**config.mk**
```make
export PLATFORM = sky130hd
export DESIGN_NAME = ofmap_postproc_stream
export DESIGN_NICKNAME = d
export VERILOG_FILES = /design/src/rtl/ofmap_postproc_stream.sv
export SDC_FILE = /design/constraint.sdc
export NUM_CORES = 2
export LEC_CHECK = 0
export CAP_MARGIN = 20
export CORE_UTILIZATION = 55
export CTS_CLUSTER_DIAMETER = 40
export DETAILED_ROUTE_END_ITERATION = 8
export PLACE_DENSITY = 0.72
export SLEW_MARGIN = 10
export SYNTH_ARGS = -nofsm -noshare
export SYNTH_HDL_FRONTEND = slang
export SYNTH_HIERARCHICAL = 1
export SYNTH_SLANG_ARGS = --single-unit
```
**constraint.sdc**
```tcl
create_clock -name clk -period 7.76 [get_ports clk]
set_input_delay 1.94 -clock clk [delete_from_list [all_inputs] [get_ports clk]]
set_output_delay 1.94 -clock clk [all_outputs]
set_load 0.05 [all_outputs]
```
**src/rtl/ofmap_postproc_stream.sv**
```systemverilog
// Output-feature-map post-processing: per-lane ReLU + requantize/saturate, optional 2x2/2 max pool.
// Streams one psum beat per cycle in raster order and emits one pixel vector per output position.

module ofmap_postproc_lane #(
    parameter int WD = 8,
    parameter int FI = 3
) (
    input  logic [2*WD-1:0] psum_i,
    input  logic [WD-1:0]   hold_i,
    input  logic [WD-1:0]   lb_i,
    output logic [WD-1:0]   act_o,
    output logic [WD-1:0]   pair_o,
    output logic [WD-1:0]   pool_o
);
    localparam logic [2*WD-1:0] SAT = {{(WD+1){1'b0}}, {(WD-1){1'b1}}};

    logic [2*WD-1:0] shr;
    assign shr = psum_i >> FI;

    always_comb begin
        act_o = '0;
        if (!psum_i[2*WD-1]) act_o = (shr > SAT) ? SAT[WD-1:0] : shr[WD-1:0];
    end

    // activations are non-negative, so an unsigned compare is a valid max
    assign pair_o = (hold_i > act_o) ? hold_i : act_o;
    assign pool_o = (pair_o > lb_i)  ? pair_o : lb_i;
endmodule

module ofmap_postproc_stream #(
    parameter int LANES = 8,
    parameter int WD    = 8,
    parameter int FI    = 3,
    parameter int MAXC  = 64
) (
    input  logic                  clk,
    input  logic                  rst,
    input  logic                  start,
    input  logic [5:0]            cfg_rows,
    input  logic [5:0]            cfg_cols,
    input  logic                  cfg_pool,
    input  logic                  in_valid,
    output logic                  in_ready,
    input  logic [LANES*2*WD-1:0] in_data,
    output logic                  out_valid,
    input  logic                  out_ready,
    output logic [LANES*WD-1:0]   out_data,
    output logic                  busy,
    output logic                  done
);
    localparam int LBD = MAXC / 2;
    localparam int LBW = (LBD > 1) ? $clog2(LBD) : 1;

    typedef enum logic [1:0] {S_IDLE, S_RUN, S_FLUSH, S_DONE} state_t;

    state_t                     state_q;
    logic [5:0]                 rows_q, cols_q, row_q, col_q;
    logic                       pool_q, busy_q, done_q;
    logic                       out_valid_q;
    logic [LANES*WD-1:0]        out_data_q;
    logic [LANES-1:0][WD-1:0]   hold_q;
    logic [LANES*WD-1:0]        lb_q [LBD];

    logic [LANES-1:0][WD-1:0]   act_w, pair_w, pool_w;
    logic [LANES*WD-1:0]        lb_rd, res_d;
    logic [LBW-1:0]             lb_idx;
    logic                       acc, last_col, last_beat, emit;

    assign in_ready  = (state_q == S_RUN) && (!out_valid_q || out_ready);
    assign acc       = in_valid && in_ready;
    assign last_col  = (col_q == cols_q - 6'd1);
    assign last_beat = last_col && (row_q == rows_q - 6'd1);
    // pooled output only completes on the odd-row, odd-column beat of each 2x2 window
    assign emit      = !pool_q || (col_q[0] && row_q[0]);
    assign lb_idx    = LBW'(col_q >> 1);
    assign lb_rd     = lb_q[lb_idx];
    assign res_d     = pool_q ? pool_w : act_w;

    assign out_valid = out_valid_q;
    assign out_data  = out_data_q;
    assign busy      = busy_q;
    assign done      = done_q;

    for (genvar k = 0; k < LANES; k++) begin : g_lane
        ofmap_postproc_lane #(.WD(WD), .FI(FI)) u_lane (
            .psum_i (in_data[2*WD*k +: 2*WD]),
            .hold_i (hold_q[k]),
            .lb_i   (lb_rd[WD*k +: WD]),
            .act_o  (act_w[k]),
            .pair_o (pair_w[k]),
            .pool_o (pool_w[k])
        );
    end

    always_ff @(posedge clk or negedge rst) begin
        if (!rst) begin
            state_q <= S_IDLE;
            rows_q  <= '0;
            cols_q  <= '0;
            pool_q  <= 1'b0;
            row_q   <= '0;
            col_q   <= '0;
            busy_q  <= 1'b0;
            done_q  <= 1'b0;
        end else begin
            case (state_q)
                S_IDLE: begin
                    if (start) begin
                        rows_q <= cfg_rows;
                        cols_q <= cfg_cols;
                        pool_q <= cfg_pool;
                        row_q  <= '0;
                        col_q  <= '0;
                        if (cfg_rows == 6'd0 || cfg_cols == 6'd0) begin
                            state_q <= S_DONE;
                            done_q  <= 1'b1;
                        end else begin
                            state_q <= S_RUN;
                            busy_q  <= 1'b1;
                        end
                    end
                end
                S_RUN: begin
                    if (acc) begin
                        if (last_beat) begin
                            state_q <= S_FLUSH;
                            row_q   <= '0;
                            col_q   <= '0;
                        end else if (last_col) begin
                            col_q <= '0;
                            row_q <= row_q + 6'd1;
                        end else begin
                            col_q <= col_q + 6'd1;
                        end
                    end
                end
                S_FLUSH: begin
                    if (!out_valid_q) begin
                        state_q <= S_DONE;
                        busy_q  <= 1'b0;
                        done_q  <= 1'b1;
                    end
                end
                S_DONE: begin
                    state_q <= S_IDLE;
                    done_q  <= 1'b0;
                end
                default: begin
                    state_q <= S_IDLE;
                    busy_q  <= 1'b0;
                    done_q  <= 1'b0;
                end
            endcase
        end
    end

    always_ff @(posedge clk or negedge rst) begin
        if (!rst) begin
            out_valid_q <= 1'b0;
            out_data_q  <= '0;
            hold_q      <= '0;
        end else begin
            if (acc && emit) begin
                out_valid_q <= 1'b1;
                out_data_q  <= res_d;
            end else if (out_ready) begin
                out_valid_q <= 1'b0;
            end
            if (acc && pool_q && !col_q[0]) hold_q <= act_w;
        end
    end

    // every even row fully rewrites its entries before the odd row reads them
    always_ff @(posedge clk) begin
        if (acc && pool_q && col_q[0] && !row_q[0]) lb_q[lb_idx] <= pair_w;
    end
endmodule

```
==> impl_metrics.tcl <==
set metrics [dict create \
    drc_errors 2 \
    syn2layout_area_growth_pct 16.7 \
    die_area_um2 165000 \
    num-fill-cells 10732 \
    cts_hold_buf 0 \
    core_area_um2 163000 \
    ctsRootBufferMaster "clkbuf_16" \
    synth_edf_count 2048 \
    fp-row-count 148 \
    outcome "finished with violations" \
    grt_use_total 0.276 \
    antenna_left 0 \
    cp_num_buf_inv 2 \
    die_w_um 407 \
    die_h_um 407 \
    crit_fanout 33 \
    violations "design-rule violations" \
    stdcell_count 7454 \
    synth_fp_nets 4950 \
    detail_route.first_pass.iterations 8 \
    grt_pass1_wl_um 326000 \
    synthArstFlopShare 0.0716 \
    slew_headroom 0.215 \
    worst_pin_slew_ns 1.17 \
    cap_viol_max_count 0 \
    synth_top_area_cell "edfxtp_1" \
    drive_above_1_share 0.263 \
    portBuffers 189 \
    endpoint_kind "flop" \
    cts_tree "yes" \
    ys_seq_area_frac 0.727 \
    insertion_delay_ns 0.92 \
    crit_family "simple AND/OR/NAND/NOR gates" \
    vias 48302 \
    ir_worst_vdd_v 0.000373 \
    avgSynthCellArea_um2 19.3 \
    io_pins 214 \
    arrival_ns 7.07 \
    netlist_top_cells_count "edfxtp_1 (2,048), mux4_2 (512), a22oi_1 (256), inv_1 (179), nand2_1 (170)" \
    antenna_found_initial 1 \
    setup_viol_count_final 0 \
    htree_num_levels 5 \
    grt_max_degree 136 \
    setup.worst_path.class "primary input to flop" \
    yosysMostFrequentCell "edfxtp_1" \
    place_inst 6937 \
    timing.final.hold_violations 0 \
    crit_path_top_delay_cell "or4_4" \
    initial_core_util 0.554 \
    crit_path_max_incr_delay_ns 0.54 \
    worstPathRequired_ns 8.49 \
    gr-total-overflow 0 \
    routedWlPerCell_um 30.2 \
    drt_iter0_drc 5615 \
    synth_top_area_frac 0.683 \
    powerDensity_nw_per_um2 341 \
    tns_ns 0 \
    post-cts-setup-buffers 0 \
    synth_seq_cells 2206 \
    clock_sinks 2206 \
    synth_cell_types 68 \
    synthFlopType "edfxtp_1" \
    fin_skew_ns 0.0617 \
    finalMaxSlewViolations 0 \
    hp-class "flop to flop" \
    period_share 0.817 \
    wl_um 225000 \
    netlist_instances 4668 \
    place_congestion 0.794 \
    post-dp-hpwl_um 114000 \
    viasPerCell 6.48 \
    critPathLaunchType "primary input" \
    synth.area.top_cells "edfxtp_1 (68%), mux4_2 (13%), dfrtp_1 (4.4%)" \
    cts_max_path_buffers 4 \
    grt_pass1_vias 48770 \
    rsz0062_at_grt "false" \
    p_leak_nw 34.8 \
    max_freq_ghz 0.158 \
    cts_resized 0 \
    finalCriticalPeriod_ns 6.34 \
    cts_buffers 295 \
    cp_cell_sequence "clkdlybuf4s50_1, or4_4, nor3_4, a21oi_1, ha_1, nand4_1, or3_1, nand2_1, nand3_1, nand2_1, buf_4, ha_1, a211oi_2, nor2_1, nand4bb_1, and2_4, mux2_4, mux2i_1, o21ai_0" \
    nets 5348 \
    yosysWarnings 6 \
    syn_area_um2 90000 \
    clkTransAtPathRegs_ns 0.05 \
]
## registers in the layout, summed over array words and instances (netlist names)
name       flops
busy           1
col_q          6
cols_q         6
done           1
hold_q        64
lb_q        2048
out_data      64
out_valid      1
pool_q         1
row_q          6
rows_q         6
state_q        2
## power breakdown
part / switching (mW) / internal [mW]
Sequential: 0.398 / 15.1
Combinational: 4.53 / 2.60
Clock: 5.17 / 8.02
Total: 10.1 / 25.7
## cell families after synthesis
group,after synthesis,synth area share
simple gates,527,0.0329
other cells,16,0.000667
fa+ha+maj,136,0.0189
xor+xnor,15,0.00154
flops,2206,0.727
mux,663,0.146
buf+inv,435,0.0208
compound gates,670,0.0515
## metal layers
metal	vias to the layer above	track usage	wire length, um
met5	-	0	0
met4	0	0.0974	7590
met3	486	0.0689	24000
met2	2638	0.445	110000
met1	25158	0.367	83400
li1	20020	-	-
## cells in the final DEF, fill, tap and decap left out, types with 11 or more instances in the layout
master / instances
nor2b_1: 21
mux4_2: 512
inv_1: 179
a31oi_1: 51
conb_1: 16
o21ai_0: 97
nand4_1: 91
edfxtp_1: 2048
or3_1: 11
buf_4: 126
clkinv_4: 22
bufinv_16: 23
mux2i_1: 65
nand2_1: 169
clkbuf_1: 30
ha_1: 136
nand3_1: 72
dfrtp_1: 155
clkinv_2: 22
a21oi_1: 151
a21bo_2: 48
a22oi_1: 256
nor2_1: 19
nor2_4: 33
inv_6: 32
clkdlybuf4s50_1: 188
clkbuf_16: 303
clkinvlp_4: 27
mux2_2: 77
buf_12: 34
inv_8: 15
clkinv_1: 27
## final timing paths
kind	startpoint	to	slack, ns	cells after the start
max	in_data[12]	out_data[7]	1.42	19
min	out_data[50]	out_data[50]	0.47	2
max reg2reg	col_q[1]	out_data[15]	2.53	14
max in group asynchronous	rst	hold_q[8]	5.37	2
min reg2reg	out_data[50]	out_data[50]	0.47	2
min in group asynchronous	rst	hold_q[53]	1.04	1
## layout make-up
cell class / instances / area [um2] / area share
multi-input cells: 2027 / 23000 / 0.219
clock buffers: 337 / 7750 / 0.0738
flip-flops and latches: 2206 / 65500 / 0.623
clock inverters: 172 / 1810 / 0.0172
repair buffers: 357 / 3650 / 0.0347
inverters: 179 / 672 / 0.00640
well taps: 2175 / 2720 / 0.0259
diodes: 1 / 2.50 / 0.0000238
## tightest hold or removal path: stages (launching register included)
cell	delay (ns)
dfrtp_1	0.33
nand2_1	0.04
o21ai_0	0.06
## stage by stage
stage                     worst slack, ns  utilization  total power [mW]  hold WS [ns]  cell area [um2]
final                                1.42        0.646              35.8         0.472           105000
after global routing                 1.10        0.646              37.1         0.504           105000
after CTS                            1.49        0.646              35.9         0.481           105000
after detailed placement            0.595        0.587              22.8         0.470            95400
after global placement              0.739        0.586              22.5         0.461            95400
after floorplan                     0.872            -              20.7         0.499            90000
(Power assumes the default switching activity.)
